File: config.mk
export PLATFORM = sky130hd
export DESIGN_NAME = demux_dispatch_ctrl
export DESIGN_NICKNAME = d
export VERILOG_FILES = /design/src/rtl/demux_pkg.sv /design/src/rtl/demux_1x8.sv /design/src/rtl/demux_dispatch_ctrl.sv
export SDC_FILE = /design/constraint.sdc
export NUM_CORES = 1
export LEC_CHECK = 0
export CAP_MARGIN = 20
export CORE_UTILIZATION = 55
export CTS_CLUSTER_SIZE = 12
export DETAILED_ROUTE_END_ITERATION = 10
export DONT_BUFFER_PORTS = 1
export PLACE_DENSITY = 0.73
export SLEW_MARGIN = 30
export SYNTH_ARGS = -nofsm -noshare
export SYNTH_HDL_FRONTEND = slang
export SYNTH_SLANG_ARGS = --single-unit
File: constraint.sdc
create_clock -name clk_i -period 2.5 [get_ports clk_i]
set_clock_uncertainty 0.15 [all_clocks]
set_input_delay 0.25 -clock clk_i [delete_from_list [all_inputs] [get_ports clk_i]]
set_output_delay 0.25 -clock clk_i [all_outputs]
set_load 0.03 [all_outputs]
File: src/rtl/demux_pkg.sv
// rtl/demux_pkg.sv - shared types and constants for the demux dispatch controller
// Purpose: channel-select type, channel count, FSM state and mode encodings.
// Ports: none (package).
package demux_pkg;
  localparam int NUM_CH = 8;

  typedef logic [2:0] ch_sel_t;

  typedef enum logic [1:0] {
    IDLE   = 2'd0,
    ACTIVE = 2'd1,
    DRAIN  = 2'd2
  } state_e;

  typedef enum logic {
    MODE_RR    = 1'b0,
    MODE_FIXED = 1'b1
  } mode_e;
endpackage

File: src/rtl/demux_1x8.sv
// rtl/demux_1x8.sv - 1-to-8 data demultiplexer, non-selected channels driven to 0
// Purpose: routes one word to the channel picked by sel_i.
// Ports:
//   sel_i   in   3        selected channel
//   data_i  in   N+1      word to route
//   data_o  out  [7:0][N:0] per-channel data, zero except data_o[sel_i]
module demux_1x8
  import demux_pkg::*;
#(
  parameter int N = 3
) (
  input  ch_sel_t                  sel_i,
  input  logic [N:0]               data_i,
  output logic [NUM_CH-1:0][N:0]   data_o
);

  always_comb begin
    data_o         = '0;
    data_o[sel_i]  = data_i;
  end

endmodule

File: src/rtl/demux_dispatch_ctrl.sv
// rtl/demux_dispatch_ctrl.sv - valid/ready dispatcher routing one stream to 8 channels
// Purpose: one-word holding register feeding a 1-to-8 demux; channel chosen by
//   round-robin bursts of BURST_LEN words or a fixed configured channel. A config
//   change drains the held word before the new selection takes effect.
// Optional feature macro: DEMUX_DISPATCH_STATS_EN (per-channel transfer counters).
// Ports:
//   clk_i        in   1          clock, rising edge
//   rst_ni       in   1          synchronous active-low reset
//   data_i       in   N+1        input word
//   valid_i      in   1          input valid
//   ready_o      out  1          input ready
//   mode_i       in   1          0 round-robin, 1 fixed channel
//   fixed_sel_i  in   3          channel used in fixed mode
//   data_o       out  [7:0][N:0] per-channel data
//   valid_o      out  8          per-channel valid (one-hot or zero)
//   ready_i      in   8          per-channel ready
//   sel_o        out  3          channel of the held word
//   busy_o       out  1          controller not idle
//   clr_stats_i  in   1          (stats only) clear transfer counters
//   word_cnt_o   out  [7:0][7:0] (stats only) saturating per-channel transfer counts
module demux_dispatch_ctrl
  import demux_pkg::*;
#(
  parameter int N         = 3,
  parameter int BURST_LEN = 4
) (
  input  logic                     clk_i,
  input  logic                     rst_ni,
  input  logic [N:0]               data_i,
  input  logic                     valid_i,
  output logic                     ready_o,
  input  logic                     mode_i,
  input  logic [2:0]               fixed_sel_i,
  output logic [NUM_CH-1:0][N:0]   data_o,
  output logic [NUM_CH-1:0]        valid_o,
  input  logic [NUM_CH-1:0]        ready_i,
  output logic [2:0]               sel_o,
  output logic                     busy_o
`ifdef DEMUX_DISPATCH_STATS_EN
  ,
  input  logic                     clr_stats_i,
  output logic [NUM_CH-1:0][7:0]   word_cnt_o
`endif
);

  logic [N:0] r_data_q;
  logic       r_vld_q;
  ch_sel_t    r_sel_q;
  ch_sel_t    r_ptr;
  logic [3:0] r_bcnt;
  mode_e      r_cfg_mode;
  ch_sel_t    r_cfg_sel;
  state_e     r_state;
  state_e     w_state_nxt;

  logic       w_ready;
  logic       w_accept;
  logic       w_xfer;
  logic       w_vld_nxt;
  logic       w_cfg_change;
  logic       w_drain_done;
  ch_sel_t    w_cur_ptr;

  // Reset forces ready low so nothing is accepted while the register is cleared.
  assign w_ready   = rst_ni && (r_state != DRAIN) && (!r_vld_q || ready_i[r_sel_q]);
  assign w_accept  = valid_i && w_ready;
  assign w_xfer    = r_vld_q && ready_i[r_sel_q];
  assign w_vld_nxt = w_accept || (r_vld_q && !w_xfer);

  // Fixed mode always targets the applied config channel, independent of r_ptr,
  // so a reset in fixed mode dispatches straight to the configured channel.
  assign w_cur_ptr = (r_cfg_mode == MODE_FIXED) ? r_cfg_sel : r_ptr;

  // fixed_sel_i only matters when both the live and applied configs are fixed.
  assign w_cfg_change = (mode_e'(mode_i) != r_cfg_mode) ||
                        ((mode_e'(mode_i) == MODE_FIXED) && (fixed_sel_i != r_cfg_sel));

  assign w_drain_done = (r_state == DRAIN) && !r_vld_q;

  always_comb begin
    w_state_nxt = r_state;
    case (r_state)
      IDLE: begin
        if (w_cfg_change)  w_state_nxt = DRAIN;
        else if (w_accept) w_state_nxt = ACTIVE;
      end
      ACTIVE: begin
        if (w_cfg_change)   w_state_nxt = DRAIN;
        else if (!w_vld_nxt) w_state_nxt = IDLE;
      end
      DRAIN: begin
        if (!r_vld_q) w_state_nxt = IDLE;
      end
      default: w_state_nxt = IDLE;
    endcase
  end

  always_ff @(posedge clk_i) begin
    if (!rst_ni) begin
      r_state    <= IDLE;
      r_data_q   <= '0;
      r_vld_q    <= 1'b0;
      r_sel_q    <= '0;
      r_ptr      <= '0;
      r_bcnt     <= '0;
      r_cfg_mode <= mode_e'(mode_i);
      r_cfg_sel  <= fixed_sel_i;
    end else begin
      r_state <= w_state_nxt;
      r_vld_q <= w_vld_nxt;
      if (w_accept) begin
        r_data_q <= data_i;
        r_sel_q  <= w_cur_ptr;
      end
      // Accepts never coincide with drain completion because ready is low in DRAIN.
      if (w_drain_done) begin
        r_cfg_mode <= mode_e'(mode_i);
        r_cfg_sel  <= fixed_sel_i;
        r_bcnt     <= '0;
        if (mode_e'(mode_i) == MODE_FIXED) r_ptr <= fixed_sel_i;
      end else if (w_accept && (r_cfg_mode == MODE_RR)) begin
        if (r_bcnt == 4'(BURST_LEN - 1)) begin
          r_bcnt <= '0;
          r_ptr  <= r_ptr + 3'd1;
        end else begin
          r_bcnt <= r_bcnt + 4'd1;
        end
      end
    end
  end

  demux_1x8 #(.N(N)) u_demux (
    .sel_i  (r_sel_q),
    .data_i (r_data_q),
    .data_o (data_o)
  );

  always_comb begin
    valid_o          = '0;
    valid_o[r_sel_q] = r_vld_q;
  end

  assign ready_o = w_ready;
  assign sel_o   = r_sel_q;
  assign busy_o  = (r_state != IDLE);

`ifdef DEMUX_DISPATCH_STATS_EN
  logic [NUM_CH-1:0][7:0] r_cnt;

  always_ff @(posedge clk_i) begin
    if (!rst_ni || clr_stats_i) begin
      r_cnt <= '0;
    end else begin
      for (int c = 0; c < NUM_CH; c++) begin
        if (valid_o[c] && ready_i[c] && (r_cnt[c] != 8'hFF)) r_cnt[c] <= r_cnt[c] + 8'd1;
      end
    end
  end

  assign word_cnt_o = r_cnt;
`endif

endmodule

; ---- Word level (Yosys, flattened, before mapping)
; Cells that the tools add are included.
[classes]
n_addsub = 2
multipliers = 0
div_mod_pow = 0
n_lt_le_gt_ge = 2
n_eq_ne = 11
n_shift = 0
n_mux = 22
bitwise_logic = 4
reduce_logical = 21
[op_table]
columns = operator, n
row1 = bitwise AND 32 bit, 1
row2 = 2-to-1 mux 3 bit, 7
row3 = demux 4 bit (select 3 bit), 1
row4 = 2-to-1 mux 2 bit, 5
row5 = logical AND 1 bit, 9
row6 = bitwise AND 8 bit, 1
row7 = 2-to-1 mux 4 bit, 2
row8 = "inequality test 2 bit, second input constant", 3
row9 = "inequality test 3 bit, second input constant", 2
row10 = one-hot mux 2 bit (3 select lines), 1
row11 = AND reduction 3 bit, 2
row12 = nonzero test 2 bit, 3
row13 = "adder 4 x 1 -> 4 bit, second input constant", 1
row14 = "equality test 4 x 2 -> 1 bit, second input constant", 1
row15 = "less-than comparator 3 x 4 -> 1 bit, second input constant", 1
row16 = 2-to-1 mux 1 bit, 4
row17 = "adder 3 x 1 -> 3 bit, second input constant", 1
row18 = binary-select mux 1 bit (select 3 bit), 1
row19 = demux 1 bit (select 3 bit), 1
row20 = "greater-or-equal comparator 3 x 1 -> 1 bit, second input constant", 1
row21 = logical OR 1 bit, 3
row22 = inequality test 3 bit, 1
row23 = "equality test 2 x 1 -> 1 bit, second input constant", 1
row24 = "equality test 2 bit, second input constant", 1
row25 = 6 further kinds, 8
[word_totals]
ff_bits = 21
latchBits = 0
mem_bits_rw = 0
mem_bits_ro = 0
output_inout_bits = 45
elab_cells = 70
n_memories = 0

; ---- Longest topological paths before layout
[logic_depth]
word_depth = 9
ltp_mapped = 8
mapped_depth_nobuf = 6

; ---- Cells and area by module
; Synthesis repeated with hierarchy kept, for this count alone.
[hier_totals]
hier_cells = 165
hier_area_um2 = 1589.0
[by_module_without_submodules]
columns = mod, instances, cells_per_inst, area_per_inst_um2, seq_area_each_um2
row1 = demux_dispatch_ctrl, 1, 124, 1138.6, 460.4
row2 = demux_1x8, 1, 41, 450.4, 0.0

; ---- Least setup slack after synthesis
; Ideal clock, no wire load.
[synth_path]
kind = register to register
startpoint = register r_sel_q[2] (netlist: sel_o[2])
endpoint = register r_data_q[0]
setup_ns = 0.128
arrival_ns = 1.870
required_time_ns = 2.222
slack_ns = 0.352
stages_incl_launch_ff = 9
path_cell_list = dfxtp_1 buf_6 mux2i_1 a211oi_2 o31ai_1 buf_6 buf_4 mux2i_1 nor2_1
[synth_between]
elab_chain_len = 5
[synth_lines]
columns = item, line
row1 = from (decl), demux_dispatch_ctrl.sv:48  ; ch_sel_t r_sel_q;
row2 = from (signal assigned), demux_dispatch_ctrl.sv:113  ; r_sel_q <= w_cur_ptr;
row3 = binary-select mux 1 bit (select 3 bit), demux_dispatch_ctrl.sv:65  ; assign w_ready = rst_ni && (r_state != DRAIN) && (!r_vld_q || ready_i[r_sel_q]);
row4 = 2-to-1 mux 1 bit (not written as such), demux_dispatch_ctrl.sv:65
row5 = logical OR 1 bit, demux_dispatch_ctrl.sv:65
row6 = logical AND 1 bit, demux_dispatch_ctrl.sv:65
row7 = logical AND 1 bit, demux_dispatch_ctrl.sv:66  ; assign w_accept = valid_i && w_ready;
row8 = to (signal assigned), demux_dispatch_ctrl.sv:112  ; r_data_q <= data_i;
row9 = to (decl), demux_dispatch_ctrl.sv:46  ; logic [N:0] r_data_q;
; No other way between the ends. The select of a mux whose other input is x is not followed.
; A chain may end at the register's enable or synchronous reset.

; ---- Worst setup path in the final report
[layout_path]
startpoint = register r_sel_q[2] (netlist: sel_o[2])
endpoint = output port ready_o
[layout_between]
elab_chain_len = 4
[layout_lines]
columns = item, line
row1 = binary-select mux 1 bit (select 3 bit), demux_dispatch_ctrl.sv:65
row2 = 2-to-1 mux 1 bit (not written as such), demux_dispatch_ctrl.sv:65
row3 = logical OR 1 bit, demux_dispatch_ctrl.sv:65
row4 = logical AND 1 bit, demux_dispatch_ctrl.sv:65
row5 = to (decl), demux_dispatch_ctrl.sv:31  ; output logic ready_o,
; No other way between the ends. The select of a mux whose other input is x is not followed.

==> results.yml <==
drt:
  viasPerCell: 5.938
  dr_wl_met2_mm: 1.634
  drcViolationCount: 0
  drt_wl_total_mm: 3.319
  wl_met3_um: 211
  firstDrtPassIters: 4
  postRouteAntennaNets: 0
  via_count: 1253
  drt_iter0_drc: 38
  m1WireLength_mm: 1.455
  wl_per_cell_um: 15.73
  dr.max_layer_used: "met4"
synth:
  synth_nets: 186
  yosys.cell_count.top_type: "and2_1"
  synth.lib_cells_used.distinct: 39
  yosysTopAreaCellShare_pct: 24.46
  synth_edf_count: 4
  ys_ff_latch: 21
  synthTopCellsByCount: "32 x and2_1, 17 x dfxtp_1, 17 x nor2_1"
  syn_area_per_cell_um2: 8.432
  ys_top_cells_by_area: "dfxtp_1 24%, and2_1 14%, edfxtp_1 8.6%"
  synthArstFlopShare_pct: 0
  synth_cells: 165
  synth-main-ff-cell: "dfxtp_1"
  ys_seq_area_share_pct: 33.09
  syn-cell-area_mm2: 0.001391
  synth_top_area_cell: "dfxtp_1"
  ys_warn_count: 0
sta:
  min_period_ps: 2364
  setup_viol: 0
  final.period_utilization_pct: 94.54
  relSlewSlack_pct: 64.55
  worst_pin_slew_ps: 531.8
  fmax_ghz: 0.4231
  drv_slew: 0
  setup_tns_ps: 0
  rsz0062_at_grt: "no"
  hold_viol_final: 0
floorplanning:
  initial_utilization_pct: 60.57
  die_x_um: 52.30
  die_y_um: 52.30
  dieArea_mm2: 0.002735
  design.core.area_mm2: 0.002297
  rows: 17
  io_pins: 64
layout:
  area_growth_pct: 15.65
  diodes: 0
  drive_gt1_share_pct: 13.66
  nets: 205
clock_network:
  cts_sinks: 21
  cts_buffer_depth: 2
  cts_buffers: 3
  clk_latency_ps: 300
  root_buffer: "clkbuf_4"
  clkTransAtPathRegs_ps: 130
  htreeDepth: 1
  cts_tree: "yes"
critical_path:
  rr_startpoint: "sel_o[1]"
  worstSetupStartpoint: "sel_o[2]"
  startpoint_type: "flop"
  critPathCaptureType: "output port"
  crit_arrival_ps: 1960
  cp_max_fo: 9
  critPathKind: "flop to output port"
  required_ps: 2100
global_route:
  overflow: 0
  grt_pass1_vias: 1097
  grt.total_usage_pct: 25.23
  grt_pass1_wl_mm: 5.126
  grt_max_degree: 19
  antenna_found_initial: 0
power:
  ir_drop_uv: 407.1
  p_leak_nw: 0.6600
  powerDensity_mw_per_mm2: 442.7
  finalPower_uw: 712.4
place:
  routabilityCongestion: 0.7874
  port_buffers: 0
  dp_hpwl_mm: 2.534
run:
  max_cap_violations: 0
status:
  status: "completed"
hold_path:
  min_from: "valid_i"
  hold_path_class: "input port to flop"
## sequential cells by signal, indices dropped and copies added (netlist names)
signal,count
r_cfg_mode,1
r_bcnt,4
r_state,2
r_ptr,3
r_vld_q,1
sel_o,3
r_cfg_sel,3
r_data_q,4
## power breakdown
part / internal [mW] / leakage (nW) / switching, mW / total, mW
clock network: 0.0609 / 0.0139 / 0.103 / 0.164
registers: 0.364 / 0.179 / 0.0294 / 0.393
logic: 0.0659 / 0.467 / 0.0893 / 0.155
## routing by layer
| metal | track usage [%] | up-vias |
|---|---|---|
| met1 | 34.57 | 585 |
| li1 | - | 618 |
| met3 | 3.478 | 2 |
| met5 | 0 | - |
| met2 | 41.77 | 48 |
| met4 | 5.263 | 0 |
## metrics by stage
stage / cell area, um^2 / worst slack (ps) / instances / utilization, % / hold WS [ps]
floorplan: 1391 / 351.9 / 165 / - / 198.9
global placement: 1479 / 293.2 / 198 / 64.38 / 199.1
detailed placement: 1479 / 187.2 / 198 / 64.38 / 199.0
CTS: 1599 / 73.69 / 211 / 69.61 / 3.525
global route: 1609 / 52.53 / 211 / 70.04 / 21.04
finish: 1609 / 136.4 / 211 / 70.04 / 26.72
## cells in the final DEF, fill, tap and decap left out, types with 2 or more instances in the layout
cell type	n
and2_1	32
nor2_1	17
dfxtp_1	16
buf_4	13
mux2i_1	11
dlygate4sd3_1	9
nor3_1	8
inv_1	6
nand2_1	6
and3_1	6
a21oi_1	4
mux2_2	4
or4_1	4
edfxtp_1	4
nor3b_1	3
nand2b_1	3
nand3_1	3
xor2_1	3
o31ai_1	3
clkbuf_4	3
o21ai_0	2
nor4_1	2
a211oi_1	2
ha_1	2
## logic make-up after synthesis
group                      count (synthesis)  synth area share [%]
and+or+nand+nor                           88                 35.43
AOI/OAI and AO/OA                         21                 10.79
DFF                                       21                 33.09
muxes                                     15                 11.15
buffers and inverters                     14                 5.215
xor gates and xnor gates                   4                 2.518
adders and majority gates                  2                 1.798
## cell type report
cell class | count | area (um^2)
Clock inverter | 1 | 7.507
Clock buffer | 3 | 22.52
Sequential cell | 21 | 461.7
Tap cell | 28 | 35.03
Multi-Input combinational cell | 130 | 872.1
Fill cell | 197 | 688.2
Timing Repair Buffer | 22 | 187.7
Inverter | 6 | 22.52
## worst max-delay path, cell delays in order, from the launching register on
cell	delay, ps
dfxtp_1	520
nand2b_1	250
o211ai_1	180
nor3_1	410
nor2_1	110
buf_4	190
## worst paths after layout
kind / to / slack, ps / cells after the start
worst max-delay path: ready_o / 140 / 5
worst min-delay path: r_state[0] / 30 / 2
worst max register to register: r_ptr[1] / 260 / 7
worst min register to register: r_ptr[1] / 360 / 2
## repair_timing
item | in CTS | in global routing
resized for setup | 0 | 2
buffers inserted | 0 | 0
hold buffers | 9 | 0
endpoints found under the hold margin | 10 | 0
endpoints found under the setup margin | 0 | 16
(Power assumes the default switching activity.)
